<file path="config.mk">
export PLATFORM = sky130hd
export DESIGN_NAME = gearbox3to4
export DESIGN_NICKNAME = d
export VERILOG_FILES = /design/src/rtl/rackbus_pkg.sv /design/src/rtl/gearbox3to4.sv
export SDC_FILE = /design/constraint.sdc
export NUM_CORES = 1
export LEC_CHECK = 0
export ABC_AREA = 1
export BUFFER_PORTS_ARGS = -buffer_cell sky130_fd_sc_hd__buf_2
export CAP_MARGIN = 20
export CORE_MARGIN = 2
export CORE_UTILIZATION = 40
export CTS_CLUSTER_DIAMETER = 30
export DETAILED_ROUTE_END_ITERATION = 12
export SYNTH_ARGS = -nofsm -noshare
export SYNTH_HDL_FRONTEND = slang
export SYNTH_SLANG_ARGS = --single-unit
export TNS_END_PERCENT = 1
</file>
<file path="constraint.sdc">
create_clock -name clk -period 1.8 [get_ports clk]
set_input_delay 0.18 -clock clk [delete_from_list [all_inputs] [get_ports clk]]
set_output_delay 0.18 -clock clk [all_outputs]
set_load 0.01 [all_outputs]
</file>
<file path="src/rtl/rackbus_pkg.sv">
`default_nettype none
// ============================================================================
// Module   : rackbus_pkg
// Purpose  : Shared constants and types for the 3-bit to 4-bit gearbox.
// Revision : 1.0 - initial release
// ============================================================================
package rackbus_pkg;

  localparam int IN_PHASES  = 4;  // input beats per parallel word
  localparam int OUT_PHASES = 3;  // output words per parallel word
  localparam int IN_BITS    = 3;  // bits per group on the input side
  localparam int OUT_BITS   = 4;  // bits per group on the output side

  // One-hot output phase; OPH_NONE is the idle/reset encoding.
  typedef enum logic [2:0] {
    OPH_NONE = 3'b000,
    OPH_0    = 3'b001,
    OPH_1    = 3'b010,
    OPH_2    = 3'b100
  } out_phase_t;

  // Accepting input phase k loads output phase k-1.
  function automatic out_phase_t out_phase_of(input logic [1:0] in_phase);
    case (in_phase)
      2'd1:    return OPH_0;
      2'd2:    return OPH_1;
      2'd3:    return OPH_2;
      default: return OPH_NONE;
    endcase
  endfunction

endpackage
`default_nettype wire

</file>
<file path="src/rtl/gearbox3to4.sv">
`default_nettype none
// ============================================================================
// Module   : gearbox3to4
// Purpose  : Repacks four NGROUPS*3-bit input beats into three NGROUPS*4-bit
//            output words with ready/valid flow control, sync-based phase
//            alignment and an optional assembled parallel-word output.
// Config   : define GEARBOX3TO4_PAR_EN to build the out_par_o register;
//            otherwise out_par_o / out_par_valid_o are tied to zero.
// Revision : 1.0 - initial release
// ============================================================================
module gearbox3to4
  import rackbus_pkg::*;
#(
  parameter int NGROUPS = 2
) (
  input  logic                      clk,
  input  logic                      rst_n,
  input  logic [NGROUPS*3-1:0]      in_dat_i,
  input  logic                      in_valid_i,
  input  logic                      in_sync_i,
  output logic                      in_ready_o,
  output logic [NGROUPS*4-1:0]      out_dat_o,
  output logic                      out_valid_o,
  input  logic                      out_ready_i,
  output logic [2:0]                out_phase_o,
  output logic [NGROUPS*12-1:0]     out_par_o,
  output logic                      out_par_valid_o,
  output logic                      align_err_o
);

  localparam int IW = NGROUPS * IN_BITS;        // input beat width
  localparam int OW = NGROUPS * OUT_BITS;       // output word width
  localparam int PW = OUT_PHASES * OW;          // parallel word width
  localparam int AW = (IN_PHASES - 1) * IW;     // beats held before the last one
  localparam logic [1:0] LAST_PHASE = 2'(IN_PHASES - 1);

  logic [1:0]    phase_q;      // input phase of the next accepted beat
  logic [AW-1:0] acc_q;        // beats 0..2 of the current group
  logic          out_valid_q;
  logic [OW-1:0] out_dat_q;
  out_phase_t    out_phase_q;
  logic          align_err_q;

  logic          accept;
  logic [1:0]    eff_phase;    // sync forces the beat to phase 0
  logic          load;
  logic [1:0]    phase_d;
  logic [PW-1:0] par_d;        // stored beats with the current beat merged in
  logic [OW-1:0] word_d;

  // Phase 0 never loads the output, so it is always accepted.
  assign in_ready_o = (phase_q == 2'd0) | ~out_valid_q | out_ready_i;
  assign accept     = in_valid_i & in_ready_o;
  assign eff_phase  = in_sync_i ? 2'd0 : phase_q;
  assign load       = accept & (eff_phase != 2'd0);
  assign phase_d    = eff_phase + 2'd1;

  // Merge the incoming beat into its slot of the parallel word.
  always_comb begin
    par_d = {in_dat_i, acc_q};
    case (eff_phase)
      2'd0:    par_d[0 +: IW]      = in_dat_i;
      2'd1:    par_d[IW +: IW]     = in_dat_i;
      2'd2:    par_d[2*IW +: IW]   = in_dat_i;
      default: par_d[3*IW +: IW]   = in_dat_i;
    endcase
  end

  // Select the output word completed by the beat in phase eff_phase.
  always_comb begin
    case (eff_phase)
      2'd1:    word_d = par_d[0 +: OW];
      2'd2:    word_d = par_d[OW +: OW];
      default: word_d = par_d[2*OW +: OW];
    endcase
  end

  // Phase tracking, beat storage and the registered output word.
  always_ff @(posedge clk) begin
    if (!rst_n) begin
      phase_q     <= 2'd0;
      acc_q       <= '0;
      out_valid_q <= 1'b0;
      out_dat_q   <= '0;
      out_phase_q <= OPH_NONE;
      align_err_q <= 1'b0;
    end else begin
      align_err_q <= accept & in_sync_i & (phase_q != 2'd0);
      if (accept) begin
        phase_q <= phase_d;
        acc_q   <= par_d[AW-1:0];
      end
      if (load) begin
        out_valid_q <= 1'b1;
        out_dat_q   <= word_d;
        out_phase_q <= out_phase_of(eff_phase);
      end else if (out_ready_i) begin
        out_valid_q <= 1'b0;
      end
    end
  end

  assign out_valid_o = out_valid_q;
  assign out_dat_o   = out_dat_q;
  assign out_phase_o = out_phase_q;
  assign align_err_o = align_err_q;

`ifdef GEARBOX3TO4_PAR_EN
  logic [PW-1:0] par_q;
  logic          par_valid_q;

  // Capture the full word on the last-phase accept, free of output backpressure.
  always_ff @(posedge clk) begin
    if (!rst_n) begin
      par_q       <= '0;
      par_valid_q <= 1'b0;
    end else begin
      par_valid_q <= accept & (eff_phase == LAST_PHASE);
      if (accept && (eff_phase == LAST_PHASE)) begin
        par_q <= par_d;
      end
    end
  end

  assign out_par_o       = par_q;
  assign out_par_valid_o = par_valid_q;
`else
  assign out_par_o       = '0;
  assign out_par_valid_o = 1'b0;
`endif

endmodule
`default_nettype wire

</file>
---- Word-level counts from Yosys, hierarchy flattened ----
Cells that the tools add are included.
operators by class
  add/subtract/negate cells ............... 1
  equal/unequal tests ..................... 3
  muxes and demuxes ....................... 8
  bitwise gates (word level) .............. 7
  reductions and logical operators ........ 5
operator list
  operator                                                         number
  6-bit two-way mux                                                3
  8-bit case mux with 2 select lines                               1
  3-bit case mux with 3 select lines                               1
  2-bit nonzero test                                               3
  1-bit AND                                                        4
  2-bit == test, second input constant                             2
  2-bit logical NOT                                                2
  2-bit by 1-bit adder with 2-bit output, second input constant    1
  2-bit by 1-bit == test with 1-bit output, second input constant  1
  1-bit two-way mux                                                2
  2-bit two-way mux                                                1
  1-bit bitwise OR                                                 2
  1-bit NOT                                                        1
word-level totals
  register bits after elaboration ......... 33
  input port bits ......................... 11
  output and inout bits ................... 39
  word-level logic and storage cells ...... 30

---- Depth between registers and ports, before layout ----
Gate-level depths: netlist of run 1.
  word-level depth ........................ 6
  mapped depth ............................ 11
  mapped depth without buffers ............ 11

---- Least setup slack after synthesis of run 1 ----
OpenSTA, ideal clock, no wires.
  kind .................................... flip-flop to flip-flop
  from .................................... register phase_q[1]
  to ...................................... register out_dat_q[6], in the netlist out_dat_o[6]
  library setup time ...................... 116 ps
  arrival time ............................ 1329 ps
  data required time ...................... 1684 ps
  path slack .............................. 355 ps
  cell stages (with the launch flop) ...... 10
  buffers on the path ..................... 1
  clock period less this slack ............ 1445 ps
  cells stage by stage .................... dfxtp_1 nand2_2 inv_1 ha_1 inv_1 buf_2 o21ai_0 o21ai_0 nor2_1 nor2_1
on the way
  cells in the longest elaborated chain, start to end .. 5
  elaborated cells between the ends (all ways) .. 12
  those cells by class .................... 2 x eq/ne; 4 x mux; 4 x bitwise; 2 x reduce/logical
RTL lines
  item                           line               text
  start: declaration             gearbox3to4.sv:37  logic [1:0] phase_q;
  start signal: assignment       gearbox3to4.sv:90  phase_q <= phase_d;
  2-bit logical NOT              gearbox3to4.sv:52  assign in_ready_o = (phase_q == 2'd0) | ~out_valid_q | out_ready_i;
  1-bit bitwise OR (2 in a row)  gearbox3to4.sv:52
  1-bit AND                      gearbox3to4.sv:53  assign accept = in_valid_i & in_ready_o;
  1-bit AND                      gearbox3to4.sv:55  assign load = accept & (eff_phase != 2'd0);
  end signal: assignment         gearbox3to4.sv:95  out_dat_q <= word_d;
  end: declaration               gearbox3to4.sv:40  logic [OW-1:0] out_dat_q;
Parallel ways exist; a longest one is shown, timed or not.
A chain may end at the register's enable or synchronous reset.

---- Worst setup path in the final report of run 1 ----
  from .................................... register phase_q[1]
  to ...................................... register out_dat_q[0], in the netlist out_dat_o[0]
Same word-level chain as after synthesis.

==> results of run 1 <==
[worst register-to-register path, stage by stage (launching register included)]
cell	delay, ps
dfxtp_1	380
nand2_2	130
inv_1	80
ha_2	270
inv_1	230
nor2_1	90
nor2_1	110
nand2_1	80
a21oi_1	120
[area by class of cell]
class                      count  area, sq um
fill                         439         2230
multi-input combinational    177          845
sequential                    27          541
timing repair buffer          28          150
inverter                      24         95.1
tap                           50         62.6
clock buffer                   3         41.3
clock inverter                 1         5.00
[power breakdown]
group	total [mW]	switching, mW	internal, mW
registers	0.650	0.0175	0.632
clock network	0.347	0.192	0.155
logic	0.277	0.187	0.0899
[timing repair]
| action | in CTS | in global routing |
|---|---|---|
| endpoints found under the setup margin | 0 | 1 |
| gates resized for setup | 0 | 1 |
| hold buffers | 0 | 0 |
| setup buffers | 0 | 0 |
[stage by stage]
step | hold slack (ps) | power, mW | instances
after floorplan | 305 | 0.910 | 262
after global placement | 437 | 0.939 | 306
after detailed placement | 445 | 0.938 | 306
after CTS | 154 | 1.28 | 310
after global routing | 156 | 1.34 | 310
final | 153 | 1.27 | 310
[sequential cells by signal (all words and copies together), names as in the netlist]
signal,count
out_phase_o,3
out_valid_o,1
align_err_o,1
out_dat_o,8
phase_q,2
acc_q,12
[routing by layer]
layer,vias to the layer above,wire length (microns),share of wire
met5,-,0,0
met4,0,36,0.010
met3,4,226,0.065
met2,50,1540,0.45
met1,636,1650,0.48
li1,751,-,-
[final timing paths]
| kind | start | end |
|---|---|---|
| max | phase_q[1] | out_dat_o[0] |
| min | in_sync_i | align_err_o |
| max reg2reg | phase_q[1] | out_dat_o[0] |
| min reg2reg | acc_q[16] | acc_q[16] |
[logic make-up after synthesis]
logic type / after synthesis / share of synthesized area
adder cells (fa/ha/maj): 2 / 0.0153
other: 1 / 0.00230
AO/OA/AOI/OAI: 45 / 0.140
buffers and inverters: 58 / 0.207
flip-flops: 27 / 0.332
AND/OR/NAND/NOR: 105 / 0.304
[layout by cell type (no fill, tap or decap)]
cell type / count
nand2_1: 50
nor2_1: 31
dfxtp_1: 27
a21oi_1: 25
conb_1: 25
buf_2: 24
inv_1: 20
o21ai_0: 16
nand3_1: 14
nand3b_1: 4
buf_4: 4
inv_2: 3
o21ai_1: 3
clkbuf_8: 3
nand2_2: 2
nand2_8: 2
nand3_4: 1
inv_6: 1
nand4_4: 1
a211oi_1: 1
ha_2: 1
ha_1: 1
clkinv_2: 1
==> impl_metrics.tcl, run 1 <==
set metrics [dict create \
    netlist.top_cell.by_area "dfxtp_1" \
    coreArea_sq_um 3970 \
    dp_hpwl_mm 2.62 \
    synth-edff-count 0 \
    synth_area_sq_um 1630 \
    power_leakage_nw 0.844 \
    syn_inst 238 \
    layout-drive-gt1-share 0.165 \
    finClkSkew_ps 4.73 \
    die_w_microns 67.8 \
    top_usage_layer "met2" \
    grt_util_met3 0.0411 \
    grt_use_total 0.156 \
    cts_root_buf "clkbuf_8" \
    tns_ps 0 \
    drt_wl_total_mm 3.46 \
    yosysSeqAreaShare 0.332 \
    synth_top_area_share 0.332 \
    syn-mean-instance-area_sq_um 6.85 \
    cts_sinks 27 \
    holdPathStages 3 \
    slowest_stage "dfxtp_1" \
    powerDensity_nw_per_um2 732 \
    crit_path_end_kind "register" \
    dpl_cell_area_sq_um 1690 \
    synth_common_cells "nand2_1, nor2_1, dfxtp_1, a21oi_1, buf_4" \
    area_delta_synth_final_pct 6.68 \
    die-area_sq_um 4600 \
    status "completed" \
    utilization 0.438 \
    nets 274 \
    finalSetupViolations 0 \
    hold_viol_final 0 \
    ir_worst_vdd_mv 0.416 \
    worst-path-max-fanout 11 \
    synth_flop_cell "dfxtp_1" \
    antenna_found_initial 0 \
    period_minus_slack_ps 1530 \
    drtIter0Drc 42 \
    max_freq_mhz 652 \
    cp_num_buf_inv 2 \
    crit_type "register to register" \
    use_met1 0.202 \
    chipHeight_microns 67.8 \
    arrival_ps 1740 \
    drc 0 \
    synthTopCellsByArea "dfxtp_1, buf_4, nand2_1" \
    async_flop_share 0 \
    postRouteAntennaNets 0 \
    cpPeakStageDelay_ps 380 \
    cts-buffers-inserted 3 \
    r2r_cells 8 \
    crit_cells 8 \
    antennaDiodeCount 0 \
    r2r_slack_ps 270 \
    first_global_vias 1267 \
    io_pins 50 \
    cap_violations 0 \
    clock_latency_ps 270 \
    cts_max_path_buffers 2 \
    timing.final.ws_setup_ps 267 \
    maxSlewViolCount 0 \
    post-place-ws_ps 195 \
    yosysMostFrequentCell "nand2_1" \
    overflow 0 \
    grt_max_degree 20 \
    gp_congestion 0.866 \
    wire_per_inst_microns 11.1 \
    stdcell_area_sq_um 1740 \
    grt_pass1_wl_mm 5.52 \
    io_buffer_count 24 \
    start_util 0.411 \
    tritoncts "done" \
    synth-warning-count 0 \
    synth.distinct_cells 22 \
    num_rows 23 \
    hold_class "input pin to register" \
    final.period_utilization 0.852 \
    clk_pin_slew_ps 100 \
    cp.required_ps 2010 \
    num_vias 1441 \
    avgViaCountPerCell 4.65 \
    rsz0062_at_grt "no" \
    crit_family "simple AND/OR/NAND/NOR gates" \
    path_cells "nand2_2, inv_1, ha_2, inv_1, nor2_1, nor2_1, nand2_1, a21oi_1" \
    drt_first_pass_iters 4 \
    gr-usage-met2 0.262 \
    worst_setup_path_start_kind "register" \
    cts_max_level 1 \
    synth_seq_cells 27 \
]
Note: power is estimated with default switching activity, not from simulation.
==> run 2, diff against run 1 <==
Settings changed: MAX_ROUTING_LAYER from default to met4.
Clock period 1.8 ns to 1.72 ns, I/O delays scaled along.
==> impl_metrics.tcl, run 2 (synthesized netlist as in run 1, its figures left out) <==
set metrics [dict create \
    maxSlewViolCount 0 \
    nets 274 \
    die_w_microns 67.8 \
    cts-buffers-inserted 3 \
    area_delta_synth_final_pct 7.67 \
    cts_sinks 27 \
    wire_per_inst_microns 11.2 \
    grt_max_degree 20 \
    largest_register_ffs 12 \
    overflow 0 \
    finalSetupViolations 0 \
    antenna_found_initial 0 \
    worst-path-max-fanout 9 \
    period_minus_slack_ps 1550 \
    final_cells 310 \
    grt_pass1_wl_mm 5.95 \
    dp_hpwl_mm 2.63 \
    power_leakage_nw 0.834 \
    cts_max_level 1 \
    num_rows 23 \
    final_cell_mix "nand2_1, nor2_1, dfxtp_1, a21oi_1, conb_1" \
    cpPeakStageDelay_ps 340 \
    gp_congestion 0.886 \
    worst_setup_path_start_kind "register" \
    clock_latency_ps 270 \
    drtIter0Drc 77 \
    slowest_stage "dfxtp_1" \
    tns_ps 0 \
    io_buffer_count 24 \
    chipHeight_microns 67.8 \
    arrival_ps 1710 \
    crit_type "register to register" \
    fillCellCount 437 \
    postCtsSetupRepairBufs 0 \
    drc 0 \
    first_global_vias 1341 \
    status "completed" \
    num_vias 1456 \
    drt_first_pass_iters 4 \
    clk_pin_slew_ps 100 \
    hold_viol_final 0 \
    cp.required_ps 1880 \
    cap_violations 0 \
    start_util 0.411 \
    cts_root_buf "clkbuf_8" \
    place_inst 306 \
    tritoncts "done" \
    hold_ws_ps 139 \
    path_cells "nand2_2, inv_1, ha_1, buf_4, nand2_1, nand2_1, a21oi_1, nand2_1, nand2_1, a21oi_1" \
    avgViaCountPerCell 4.70 \
    hold_class "input pin to register" \
    cts_max_path_buffers 2 \
    final_common_cell "nand2_1" \
    antennaDiodeCount 0 \
    io_pins 50 \
    drt_wl_total_mm 3.46 \
    stdcell_area_sq_um 1760 \
    max_freq_mhz 644 \
    finClkSkew_ps 6.26 \
    coreArea_sq_um 3970 \
    crit_path_end_kind "register" \
    layout-drive-gt1-share 0.169 \
    ir_worst_vdd_mv 0.604 \
    powerDensity_nw_per_um2 766 \
    postRouteAntennaNets 0 \
    rsz0062_at_grt "no" \
    cts_hold_buf 0 \
    die-area_sq_um 4600 \
    final.period_utilization 0.903 \
    crit_top_cell "nand2_1" \
    grt_use_total 0.173 \
    dpl_cell_area_sq_um 1690 \
    regMostFlops "acc_q" \
]
==> run 2: per-layer routing <==
metal  wire, microns  global-route usage  part of all wire
met1            1560               0.213              0.45
met2            1540               0.281              0.44
met3             286              0.0428             0.083
met4              77              0.0500             0.022
met5               0                   -                 0
==> run 2: repair_timing <==
action / 4_1_cts / 5_1_grt
setup endpoints to repair: 0 / 7
endpoints found under the hold margin: 0 / 0
resized for setup: 0 / 4
==> run 2: worst paths after layout <==
check,start,endpoint,slack (ps),cells after the start
setup reg to reg,phase_q[0],out_dat_o[1],170,10
hold reg to reg,acc_q[17],acc_q[17],450,2
setup / recovery,phase_q[0],out_dat_o[1],170,10
hold / removal,in_sync_i,align_err_o,140,3
==> run 2: layout make-up <==
class / instances / area [sq um] / share of cell area
Clock buffer: 3 / 41.3 / 0.0235
Multi-Input combinational cell: 177 / 855 / 0.487
Timing Repair Buffer: 28 / 150 / 0.0855
Clock inverter: 1 / 7.51 / 0.00428
Sequential cell: 27 / 541 / 0.308
Tap cell: 50 / 62.6 / 0.0356
Inverter: 24 / 98.8 / 0.0563
==> run 2: through the flow <==
| step | setup WS, ps | utilization | power, mW |
|---|---|---|---|
| 3_3_place_gp | 70.4 | 0.426 | 0.982 |
| 3_5_place_dp | 75.6 | 0.426 | 0.983 |
| 2_1_floorplan | 275 | - | 0.952 |
| 4_1_cts | 49.9 | 0.438 | 1.35 |
| 5_1_grt | 19.0 | 0.442 | 1.43 |
| 6_report | 167 | 0.442 | 1.35 |
==> run 2: where the power goes <==
group | internal, mW | leakage [nW] | switching (mW)
combinational | 0.0985 | 0.591 | 0.198
sequential | 0.662 | 0.222 | 0.0180
clock | 0.164 | 0.0217 | 0.205
total | 0.924 | 0.834 | 0.421
==> run 2: critical path: cells and delay by family (launching register included) <==
kind	cells	cell delay, ps
adder cells (fa/ha/maj)	1	240
AND/OR/NAND/NOR	5	450
buffers and inverters	2	240
flip-flops	1	340
AO/OA/AOI/OAI	2	170
==> run 3, diff against run 2 <==
Settings changed: MAX_ROUTING_LAYER met4 to default.
==> impl_metrics.tcl, run 3 (synthesized netlist as in run 1, its figures left out) <==
set metrics [dict create \
    worstReg2RegEnd "out_dat_o[1]" \
    worst_setup_path_start_kind "register" \
    final_cells 310 \
    r2r-start "phase_q[0]" \
    worst-path-max-fanout 9 \
    cap_violations 0 \
    power.total_mw 1.35 \
    max_freq_mhz 646 \
    power_leakage_nw 0.834 \
    cts_root_buf "clkbuf_8" \
    gp_congestion 0.872 \
    cts_max_level 1 \
    area_delta_synth_final_pct 7.67 \
    antenna_found_initial 0 \
    io_pins 50 \
    maxSlewViolCount 0 \
    holdPathStages 3 \
    wire_per_inst_microns 11.2 \
    final.period_utilization 0.900 \
    drt_first_pass_iters 4 \
    num_vias 1449 \
    finalSetupViolations 0 \
    powerDensity_nw_per_um2 767 \
    drc 0 \
    grt_max_degree 20 \
    final_common_cell "nand2_1" \
    grt_pass1_wl_mm 5.94 \
    rsz0062_at_grt "no" \
    overflow 0 \
    cts_sinks 27 \
    final_cell_mix "nand2_1, nor2_1, dfxtp_1, a21oi_1, conb_1" \
    start_util 0.411 \
    period_minus_slack_ps 1550 \
    hp-start "in_sync_i" \
    status "completed" \
    ir_worst_vdd_mv 0.606 \
    drt_wl_total_mm 3.48 \
    largest_register_ffs 12 \
    avgViaCountPerCell 4.67 \
    finClkSkew_ps 8.94 \
    postRouteAntennaNets 0 \
    tritoncts "done" \
    clk_pin_slew_ps 100 \
    coreArea_sq_um 3970 \
    dp_hpwl_mm 2.63 \
    cts_hold_buf 0 \
    clock_latency_ps 280 \
    r2r_slack_ps 170 \
    cp.required_ps 1880 \
    drtIter0Drc 85 \
    chipHeight_microns 67.8 \
    crit_type "register to register" \
    nets 274 \
    hold_class "input pin to register" \
    postCtsSetupRepairBufs 0 \
    num_rows 23 \
    postCtsResizedCells 0 \
    grt_use_total 0.168 \
    tns_ps 0 \
    first_global_vias 1340 \
    crit_path_end_kind "register" \
    r2r_cells 10 \
    layout-drive-gt1-share 0.169 \
    post-place-ws_ps 75.6 \
    hold_ws_ps 138 \
    arrival_ps 1710 \
    io_buffer_count 24 \
    regMostFlops "acc_q" \
    die_w_microns 67.8 \
    antennaDiodeCount 0 \
    timing.final.ws_setup_ps 171 \
    place_inst 306 \
    hold_viol_final 0 \
    worstHoldEndpoint "align_err_o" \
    cts_max_path_buffers 2 \
    cts-buffers-inserted 3 \
    die-area_sq_um 4600 \
]
## run 3: cell counts in the layout (fill, tap and decap cells not counted)
Identical to the previous run, type by type.
## run 3: how the worst max path moves through the flow
stage / from / cells after the start / endpoint
6_report: phase_q[0] / 10 / out_dat_o[1]
5_1_grt: phase_q[0] / 10 / out_dat_o[0]
4_1_cts: phase_q[1] / 9 / out_dat_o[0]
3_5_place_dp: phase_q[1] / 9 / out_dat_o[0]
3_3_place_gp: phase_q[1] / 9 / out_dat_o[0]
2_1_floorplan: phase_q[1] / 9 / out_dat_o[6]
## run 3: where the power goes
part / total, mW / internal [mW] / switching (mW)
registers: 0.680 / 0.662 / 0.0180
logic: 0.297 / 0.0984 / 0.198
clock network: 0.370 / 0.164 / 0.206
total: 1.35 / 0.924 / 0.422
## run 3: critical path: stages (launching register included)
cell and delay, ps:
dfxtp_1 340, nand2_2 180, inv_1 70, ha_1 240
buf_4 170, nand2_1 60, nand2_1 70, a21oi_1 120
nand2_1 80, nand2_1 60, a21oi_1 50
## run 3: cell type report
cell class	count	area (sq um)
Multi-Input combinational cell	177	855
Fill cell	437	2220
Clock buffer	3	41.3
Clock inverter	1	7.51
Sequential cell	27	541
Tap cell	50	62.6
Inverter	24	98.8
Timing Repair Buffer	28	150
## run 3: per-stage QoR
step / util / instance area [sq um]
floorplan: - / 1720
global placement: 0.426 / 1690
detailed placement: 0.426 / 1690
CTS: 0.438 / 1740
global route: 0.442 / 1760
finish: 0.442 / 1760
## run 3: layer usage
layer  up-vias  global-route usage  wire [microns]
li1        749                   -               -
met1       644               0.213            1610
met2        48               0.281            1580
met3         8              0.0428             221
met4         0              0.0500              63
met5         -                   0               0
